### src/rtl/div_ctrl_if.sv
// Handshake/result bundle between the E-stage pipe (master) and the divide sequencer (slave).
interface div_ctrl_if #(parameter int WIDTH = 32);
  logic             E_div_en;
  logic             E_div_signed;
  logic [WIDTH-1:0] E_div_opa;
  logic [WIDTH-1:0] E_div_opb;
  logic             div_cancel;
  logic             E_div_stall;
  logic             div_ready;
  logic [WIDTH-1:0] div_lo;
  logic [WIDTH-1:0] div_hi;

  modport master (
    output E_div_en, E_div_signed, E_div_opa, E_div_opb, div_cancel,
    input  E_div_stall, div_ready, div_lo, div_hi
  );

  modport slave (
    input  E_div_en, E_div_signed, E_div_opa, E_div_opb, div_cancel,
    output E_div_stall, div_ready, div_lo, div_hi
  );
endinterface

### src/rtl/div_ctrl.sv
// Radix-2 restoring divide sequencer for DIV/DIVU: one quotient bit per cycle, stalls the pipe meanwhile.
// Optional macro DIV_EARLY_OUT_EN: finish at issue when |opa| < |opb|.
//
// state  | meaning
// S_IDLE | waiting for E_div_en; stall follows the request combinationally
// S_RUN  | iterating, one quotient bit per cycle, pipe frozen
// S_DONE | results valid on div_lo/div_hi, div_ready pulses
module div_ctrl #(
  parameter int WIDTH = 32
) (
  input  logic       clk,
  input  logic       resetn,
  div_ctrl_if.slave  div_if
);
  localparam int CW = $clog2(WIDTH) + 1;

  typedef enum logic [1:0] {S_IDLE, S_RUN, S_DONE} state_t;

  state_t           state_q, state_d;
  logic [CW-1:0]    cnt_q, cnt_d;
  logic [WIDTH-1:0] rem_q, rem_d;
  logic [WIDTH-1:0] quo_q, quo_d;
  logic [WIDTH-1:0] dvs_q, dvs_d;
  logic [WIDTH-1:0] lo_q, lo_d;
  logic [WIDTH-1:0] hi_q, hi_d;
  logic             qneg_q, qneg_d;
  logic             rneg_q, rneg_d;

  logic [WIDTH-1:0] abs_a, abs_b;
  logic [WIDTH:0]   shifted, trial;
  logic [WIDTH-1:0] rem_nxt, quo_nxt;
  logic             issue, last_iter;
  logic             stall, ready;

  always_comb begin
    abs_a = (div_if.E_div_signed && div_if.E_div_opa[WIDTH-1]) ? -div_if.E_div_opa : div_if.E_div_opa;
    abs_b = (div_if.E_div_signed && div_if.E_div_opb[WIDTH-1]) ? -div_if.E_div_opb : div_if.E_div_opb;
  end

  // Trial subtraction over WIDTH+1 bits: the top bit is the borrow, i.e. "does not fit".
  always_comb begin
    shifted = {rem_q, quo_q[WIDTH-1]};
    trial   = shifted - {1'b0, dvs_q};
    if (!trial[WIDTH]) begin
      rem_nxt = trial[WIDTH-1:0];
      quo_nxt = {quo_q[WIDTH-2:0], 1'b1};
    end else begin
      rem_nxt = shifted[WIDTH-1:0];
      quo_nxt = {quo_q[WIDTH-2:0], 1'b0};
    end
  end

  assign issue     = div_if.E_div_en & ~div_if.div_cancel;
  assign last_iter = (cnt_q == CW'(WIDTH - 1));

  always_comb begin
    state_d = state_q;
    cnt_d   = cnt_q;
    rem_d   = rem_q;
    quo_d   = quo_q;
    dvs_d   = dvs_q;
    lo_d    = lo_q;
    hi_d    = hi_q;
    qneg_d  = qneg_q;
    rneg_d  = rneg_q;
    stall   = 1'b0;
    ready   = 1'b0;

    case (state_q)
      S_IDLE: begin
        stall = issue;
        if (issue) begin
          qneg_d = div_if.E_div_signed & (div_if.E_div_opa[WIDTH-1] ^ div_if.E_div_opb[WIDTH-1]);
          rneg_d = div_if.E_div_signed & div_if.E_div_opa[WIDTH-1];
          rem_d  = '0;
          quo_d  = abs_a;
          dvs_d  = abs_b;
          cnt_d  = '0;
          if (div_if.E_div_opb == '0) begin
            lo_d    = '1;
            hi_d    = div_if.E_div_opa;
            state_d = S_DONE;
          end
`ifdef DIV_EARLY_OUT_EN
          else if (abs_a < abs_b) begin
            // Quotient is zero and the remainder is the dividend itself, sign included.
            lo_d    = '0;
            hi_d    = div_if.E_div_opa;
            state_d = S_DONE;
          end
`endif
          else begin
            state_d = S_RUN;
          end
        end
      end

      S_RUN: begin
        stall = 1'b1;
        if (div_if.div_cancel) begin
          state_d = S_IDLE;
        end else begin
          rem_d = rem_nxt;
          quo_d = quo_nxt;
          cnt_d = cnt_q + CW'(1);
          if (last_iter) begin
            lo_d    = qneg_q ? -quo_nxt : quo_nxt;
            hi_d    = rneg_q ? -rem_nxt : rem_nxt;
            state_d = S_DONE;
          end
        end
      end

      S_DONE: begin
        ready   = ~div_if.div_cancel;
        state_d = S_IDLE;
      end

      default: state_d = S_IDLE;
    endcase
  end

  always_ff @(posedge clk) begin
    if (!resetn) begin
      state_q <= S_IDLE;
      cnt_q   <= '0;
      rem_q   <= '0;
      quo_q   <= '0;
      dvs_q   <= '0;
      lo_q    <= '0;
      hi_q    <= '0;
      qneg_q  <= 1'b0;
      rneg_q  <= 1'b0;
    end else begin
      state_q <= state_d;
      cnt_q   <= cnt_d;
      rem_q   <= rem_d;
      quo_q   <= quo_d;
      dvs_q   <= dvs_d;
      lo_q    <= lo_d;
      hi_q    <= hi_d;
      qneg_q  <= qneg_d;
      rneg_q  <= rneg_d;
    end
  end

  assign div_if.E_div_stall = stall;
  assign div_if.div_ready   = ready;
  assign div_if.div_lo      = lo_q;
  assign div_if.div_hi      = hi_q;
endmodule

### src/flat_wrapper.sv
// flat-port wrapper written by rule: the top's interface ports become plain ports
module div_ctrl_flat 
#(
  parameter int WIDTH = 32
)
  (clk, resetn, div_if_E_div_en, div_if_E_div_signed, div_if_E_div_opa, div_if_E_div_opb, div_if_div_cancel, div_if_E_div_stall, div_if_div_ready, div_if_div_lo, div_if_div_hi);
  div_ctrl_if #(.WIDTH(WIDTH)) div_if_i ();
  input  logic clk;
  input  logic resetn;
  input wire logic [$bits(div_if_i.E_div_en)-1:0] div_if_E_div_en;
  input wire logic [$bits(div_if_i.E_div_signed)-1:0] div_if_E_div_signed;
  input wire logic [$bits(div_if_i.E_div_opa)-1:0] div_if_E_div_opa;
  input wire logic [$bits(div_if_i.E_div_opb)-1:0] div_if_E_div_opb;
  input wire logic [$bits(div_if_i.div_cancel)-1:0] div_if_div_cancel;
  output wire logic [$bits(div_if_i.E_div_stall)-1:0] div_if_E_div_stall;
  output wire logic [$bits(div_if_i.div_ready)-1:0] div_if_div_ready;
  output wire logic [$bits(div_if_i.div_lo)-1:0] div_if_div_lo;
  output wire logic [$bits(div_if_i.div_hi)-1:0] div_if_div_hi;
  assign div_if_i.E_div_en = div_if_E_div_en;
  assign div_if_i.E_div_signed = div_if_E_div_signed;
  assign div_if_i.E_div_opa = div_if_E_div_opa;
  assign div_if_i.E_div_opb = div_if_E_div_opb;
  assign div_if_i.div_cancel = div_if_div_cancel;
  assign div_if_E_div_stall = div_if_i.E_div_stall;
  assign div_if_div_ready = div_if_i.div_ready;
  assign div_if_div_lo = div_if_i.div_lo;
  assign div_if_div_hi = div_if_i.div_hi;
  div_ctrl #(.WIDTH(WIDTH)) u_core (.clk(clk), .resetn(resetn), .div_if(div_if_i));
endmodule
### config.mk
export PLATFORM = sky130hd
export DESIGN_NAME = div_ctrl_flat
export DESIGN_NICKNAME = d
export VERILOG_FILES = /design/src/rtl/div_ctrl_if.sv /design/src/rtl/div_ctrl.sv /design/src/flat_wrapper.sv
export SDC_FILE = /design/constraint.sdc
export NUM_CORES = 1
export LEC_CHECK = 0
export BUFFER_PORTS_ARGS = -buffer_cell sky130_fd_sc_hd__buf_2
export CORE_MARGIN = 8
export CORE_UTILIZATION = 55
export DETAILED_ROUTE_END_ITERATION = 10
export PLACE_DENSITY = 0.8
export SETUP_SLACK_MARGIN = 0.02
export SYNTH_ARGS = -nofsm -noshare
export SYNTH_HDL_FRONTEND = slang
export SYNTH_SLANG_ARGS = --single-unit
### constraint.sdc
create_clock -name clk -period 7.1 [get_ports clk]
set_clock_uncertainty 0.15 [all_clocks]
set_input_delay 1.42 -clock clk [delete_from_list [all_inputs] [get_ports clk]]
set_output_delay 1.42 -clock clk [all_outputs]
set_load 0.01 [all_outputs]
## Yosys cells after proc, flatten, opt, wreduce, memory -nomap -nowiden

Index checks and enable logic that the tools add are counted.

- Output and inout bits: 66
- Logic and storage cells: 69
- Input bits: 69
- Register bits: 170

- Reduce and logical (&&, ||, !) cells: 9
- Bitwise operators: 5
- Add/subtract/negate cells: 6
- Eq/ne operators: 8
- Muxes and demuxes: 32

Operator list:

| kind | count |
|---|---|
| 32-bit 2-to-1 mux | 17 |
| 32-bit one-hot mux with 2 select lines | 4 |
| 32-bit negation | 4 |
| 33-bit by 32-bit subtractor with 33-bit output | 1 |
| 32-bit zero test | 1 |
| 6-bit 2-to-1 mux | 2 |
| 6-bit one-hot mux with 2 select lines | 1 |
| 2-bit 2-to-1 mux | 4 |
| 6-bit by 1-bit adder with 6-bit output, second input constant | 1 |
| 6-bit by 5-bit equality test with 1-bit output, second input constant | 1 |
| 2-bit by 1-bit inequality test with 1-bit output, second input constant | 3 |
| 5-bit AND reduction | 1 |
| 2-bit one-hot mux with 2 select lines | 1 |
| 2-bit AND reduction | 2 |
| 1-bit bitwise AND | 3 |
| 3-bit by 2-bit inequality test with 1-bit output, second input constant | 1 |
| 3-bit AND reduction | 1 |
| 2-bit by 1-bit equality test with 1-bit output, second input constant | 1 |
| 2-bit equality test, second input constant | 1 |
| 1-bit logical AND | 2 |
| 2-bit zero test | 1 |
| 1-bit 2-to-1 mux | 2 |
| 2-bit inequality test, second input constant | 1 |
| 1-bit one-hot mux with 2 select lines | 1 |
| 3 further kinds | 3 |

## Longest topological paths before layout

- Depth after elaboration: 7
- Depth in mapped cells: 24
- Depth with buffers taken out: 22

## Worst setup path before layout

Ideal clock, no wire load.

- Path kind: flip-flop to flip-flop
- Start: reg u_core.quo_q[31]
- End: reg u_core.hi_q[28], in the netlist u_core.div_if.div_hi[28]
- Cell stages (with the launch flop): 24
- Clock period less this slack: 5081 ps
- Slack: 2019 ps
- Data required time: 6813 ps
- Setup time: 137 ps
- Arrival time: 4794 ps
- Path buffers: 2
- Cells stage by stage: dfxtp_1 -> inv_1 -> ha_1 -> inv_1 -> fa_1 -> a211oi_1 -> o211a_1 -> nor4b_4 -> o2111ai_2 -> nand4_1 -> nand2_2 -> buf_2 -> buf_2 -> mux2i_1 -> ha_1 -> nand2_1 -> or4_1 -> or3_1 -> nor4_1 -> and3_1 -> a31oi_1 -> nor4b_2 -> mux2i_1 -> a31oi_1

- Word-level cells in the longest chain between the ends: 7

RTL lines:

| what | RTL line | source |
|---|---|---|
| start, declared | div_ctrl.sv:22 | `logic [WIDTH-1:0] quo_q, quo_d;` |
| start signal, assigned | div_ctrl.sv:138 | `quo_q <= quo_d;` |
| 33-bit by 32-bit subtractor with 33-bit output | div_ctrl.sv:43 | `trial = shifted - {1'b0, dvs_q};` |
| 32-bit 2-to-1 mux (*) | div_ctrl.sv:44 | `if (!trial[WIDTH]) begin` |
| 32-bit negation | div_ctrl.sv:108 | `hi_d = rneg_q ? -rem_nxt : rem_nxt;` |
| 32-bit 2-to-1 mux (*) | div_ctrl.sv:108 |  |
| 32-bit 2-to-1 mux (*) | div_ctrl.sv:106 | `if (last_iter) begin` |
| 32-bit 2-to-1 mux (*) | div_ctrl.sv:100 | `if (div_if.div_cancel) begin` |
| 32-bit one-hot mux with 2 select lines (*) | div_ctrl.sv:69 | `case (state_q)` |
| end signal, assigned | div_ctrl.sv:141 | `hi_q <= hi_d;` |
| end, declared | div_ctrl.sv:25 | `logic [WIDTH-1:0] hi_q, hi_d;` |

Mark *: on every way between the ends. The rest lies on a longest branch, timed or not. The select of a mux whose other input is x is not followed.
A chain may end at the register's enable or synchronous reset.

## Final worst setup path

- Start: reg u_core.rem_q[16]
- End: reg u_core.hi_q[20], in the netlist u_core.div_if.div_hi[20]

- Word-level cells in the longest chain between the ends: 7

RTL lines:

| what | RTL line | source |
|---|---|---|
| start, declared | div_ctrl.sv:21 | `logic [WIDTH-1:0] rem_q, rem_d;` |
| start signal, assigned | div_ctrl.sv:137 | `rem_q <= rem_d;` |
| 33-bit by 32-bit subtractor with 33-bit output | div_ctrl.sv:43 |  |
| 32-bit 2-to-1 mux (*) | div_ctrl.sv:44 |  |
| 32-bit negation | div_ctrl.sv:108 |  |
| 32-bit 2-to-1 mux (*) | div_ctrl.sv:108 |  |
| 32-bit 2-to-1 mux (*) | div_ctrl.sv:106 |  |
| 32-bit 2-to-1 mux (*) | div_ctrl.sv:100 |  |
| 32-bit one-hot mux with 2 select lines (*) | div_ctrl.sv:69 |  |

Marked as above.

==> summary by stage <==
STA
The count of endpoints failing hold in the final timing report is 0. For the final routed database, the setup TNS stands at 0 ns. The final number of max-transition violations is 0. The share of the clock period used by the worst path after layout is between 80% and 90%.

Headroom to the max-slew limit came out at ~22%. Based on the critical path, the design can be clocked at up to approximately 170 MHz. Setup violations remaining at the end of the flow were counted as 0. Setup repair after global routing left no endpoint under its margin.

The worst path needs 5.72 ns of the cycle, external delays included. The transition at the pin with the smallest max-transition slack is 1.16 ns. On the final layout, the worst hold slack is just over 0.3 ns.

Floorplan
The die area is 27,400 µm². The placeable core region is 21,900 µm². The total number of placement rows is 54.

The chip height is 165 µm. The number of primary I/O pins is 135. The starting density of the core is a little under three fifths. The horizontal extent of the die is 165 µm.

Detailed routing
The number of vias per cell after detailed routing is 6.44. The detailed router placed 13,000 vias in this run. The total wire length is 41.3 mm. The number of iterations in the first detailed-routing pass is 6. In this run, the number of DRC markers left after iteration 0 of detailed routing was 1,440. After detailed routing, the number of remaining DRC violations is 0. Once detail routing completed, the nets flagged for antenna violations numbered 0. The mean routed wirelength per cell is 20.4 µm.

Clock network
The number of buffers inserted to repair setup after CTS is 0. The hold buffer count at cts is 0. Gates resized during post-CTS repair numbered 0. The later-pin clock latency in the skew report is 0.45 ns. Buffers inserted during clock tree synthesis total 17.

CTS saw 170 sinks. The post-CTS clock slew at the launch and capture registers of the worst setup and hold paths is around 0.070 ns. The TritonCTS clock tree is built. CTS built an H-tree with a depth of 4. In this run the deepest clock path goes through 2 buffers.

The clock tree root driver cell is clkbuf_16.

Critical path
The total buffers and inverters traversed by the critical path is 0. By startpoint and endpoint, the worst setup path is classified as reg -> reg. The worst setup path is captured at a flip-flop. The critical path's largest stage delay is 0.55 ns. For the worst setup path, the data required time is 7.26 ns. The critical path goes through ha_1 -> a21oi_1 -> o21ai_0 -> a221o_1 -> o21ai_0 -> a31o_2 -> nand2_2 -> mux2i_1 -> ha_1 -> nand2_1 -> or4_1 -> nor2_1 -> nand3_1 -> a222oi_1 -> a21oi_1 -> xnor2_1 -> a221oi_1 -> nor2_1. The cell family contributing the most delay on the critical path is compound AO/OA/AOI/OAI gates.

The critical path arrival is between 5 and 6 ns. The most critical setup path has its startpoint at u_core.rem_q[16]. In this run the worst path has a maximum fanout of 13. The cell at the slowest stage of the critical path is a222oi_1. The startpoint identified for the worst register-to-register timing path is u_core.rem_q[16]. The kind of start point of the critical path is a flip-flop.

Logic synthesis
Yosys mapped the design onto 77 distinct sky130hd cell types. After synthesis the cells add up to 12,300 µm². The area share of the leading cell type in the synthesized netlist is ~28%. The sequential cell area fraction in the yosys report is 27.7%.

The synthesized design contains 170 register bits. The mean cell area of the mapped netlist is roughly 7.4 µm². Summed over all instances, the cell type with the most area after synthesis is dfxtp_1. In the post-synthesis netlist, the biggest area contributors are dfxtp_1, nor2_1, a21oi_1. The synthesized design contains 0 enable-type register cells. For this run, asynchronously set or reset flops after synthesis account for 0%. The synthesized instance count is 1,665. The dominant synthesized flop cell is dfxtp_1. The count of synthesis-stage warnings from yosys is 0.

The number of nets in the synthesized netlist is ~1,800.

GRT
The first-pass GRT wire length is 64.8 mm. The largest net degree at the start of global routing is 90. The number of antenna violations at the first check in global routing was 0. The overall global routing resource usage is roughly 30%. The residual overflow from global routing is 0.

The via count of the first global-routing pass is around 12,000.

Placed design
The routability congestion estimate from global placement is 0.961. The count of buffers added on input and output ports is 134. The cell area after placement is 13,000 µm². The detailed placer's ending HPWL is around 31 mm.

Hold path
The worst min-delay path startpoint is u_core.dvs_q[31]. In this run the worst hold path is classified as reg -> reg.

Power
The cell leakage power is between 5 and 6 nW. The power density over cell area is around 190 nW/µm². The worst-case IR drop observed on VDD is 0.161 mV. Net switching is about a third of the power. The relative contribution of combinational cells to total power is a little under a quarter. Of the total power, registers draw 38.8%.

Power comes to around 2.6 mW. The internal power of the cells totals 1.70 mW. The relative contribution of the clock network to total power is between 30 and 40%. The switching power is 0.907 mW.

Final layout
Summing all non-filler instances in the final layout gives an area of 13,600 µm². The share of final-layout standard cells stronger than drive strength 1 is 12.3%. The final net count is 1,834. 0 antenna diodes ended up in the layout. Leaving out fill and tap cells, the most frequent cells in the layout are nor2_1, a21oi_1, dfxtp_1. The most common cell after layout, fill and taps aside is nor2_1. The area growth from synthesis to layout is 11.1%.

Run status
The flow ran to the end, and the final reports show no timing, DRC or antenna violations.

Run
The tool flagged a number of max-cap violations equal to 0.
-- layout make-up --
type	instances	area (µm²)
clock inverter	14	173
fill	2066	8250
timing repair buffer	151	798
inverter	52	196
tap	280	350
clock buffer	18	439
multi-input combinational	1335	8280
sequential	170	3400
-- synth_stat cells (5+ instances only) --
| cell | n |
|---|---|
| a31oi_1 | 28 |
| ha_1 | 37 |
| o41ai_1 | 11 |
| nand4_1 | 11 |
| nand2b_1 | 7 |
| and2_1 | 18 |
| inv_1 | 50 |
| nor2b_1 | 9 |
| o211ai_1 | 19 |
| nor4_1 | 18 |
| a21o_1 | 14 |
| or2_2 | 6 |
| and3_1 | 17 |
| xor2_1 | 79 |
| buf_1 | 14 |
| and4_1 | 5 |
| a311oi_1 | 25 |
| mux2i_1 | 25 |
| a41oi_1 | 5 |
| nand3_1 | 32 |
| or4_1 | 12 |
| a21oi_1 | 171 |
| o21a_1 | 14 |
| dfxtp_1 | 170 |
| o21ai_0 | 90 |
| nand2_1 | 124 |
| a211oi_1 | 66 |
| nor2_1 | 252 |
| xnor2_1 | 55 |
| o31ai_1 | 21 |
| nor3_1 | 43 |
| or3_1 | 29 |
| o21bai_1 | 5 |
| a22oi_1 | 6 |
| clkbuf_1 | 78 |
| buf_2 | 15 |
-- layer usage --
layer / track usage, % / up-vias / routed length (µm)
met2: 46.9 / 613 / 18700
met4: 11.0 / 0 / 1160
met3: 4.19 / 91 / 3460
li1: - / 6201 / -
met1: 40.9 / 6108 / 17900
met5: 0 / - / 0
-- metrics by stage --
stage               std cells  util [%]  worst slack, ns
global route             2020      62.3             1.03
CTS                      2020      62.3             1.56
global placement         1988      59.5             1.73
detailed placement       1988      59.5             1.58
finish                   2020      62.3             1.38
floorplan                1665         -             2.02
-- worst paths after layout --
kind | to | slack [ns] | cells after the start
min reg2reg | u_core.dvs_q[31] | 0.31 | 2
min | u_core.dvs_q[31] | 0.31 | 2
max reg2reg | u_core.div_if.div_hi[20] | 1.38 | 18
max | u_core.div_if.div_hi[20] | 1.38 | 18
-- registers in the layout (all words and copies together), names as in the netlist --
name                  count
u_core.div_if.div_hi     32
u_core.div_if.div_lo     32
u_core.dvs_q             32
u_core.quo_q             32
u_core.rem_q             32
u_core.cnt_q              6
u_core.state_q            2
u_core.qneg_q             1
u_core.rneg_q             1
-- tightest hold or removal path, delay by kind of cell, from the launching register on --
kind / cells / cell delay, ns
compound gates: 1 / 0.05
flops: 1 / 0.31
simple gates: 1 / 0.05
-- power by group through the flow --
stage               combinational, mW  clock (mW)  sequential (mW)
finish                          0.618       0.982             1.01
global route                    0.672        1.03             1.02
CTS                             0.602       0.985             1.01
detailed placement              0.597           0             1.03
global placement                0.593           0             1.03
floorplan                       0.430           0             1.02
-- logic make-up after synthesis --
logic type / share of synthesized area, %
buffers and inverters: 5.11
flip-flops: 27.7
AND/OR/NAND/NOR: 22.8
adder cells (fa/ha/maj): 3.93
multiplexers: 2.31
AO/OA/AOI/OAI: 28.6
XOR/XNOR: 9.56
No activity file was read; power rests on OpenSTA's default activity.
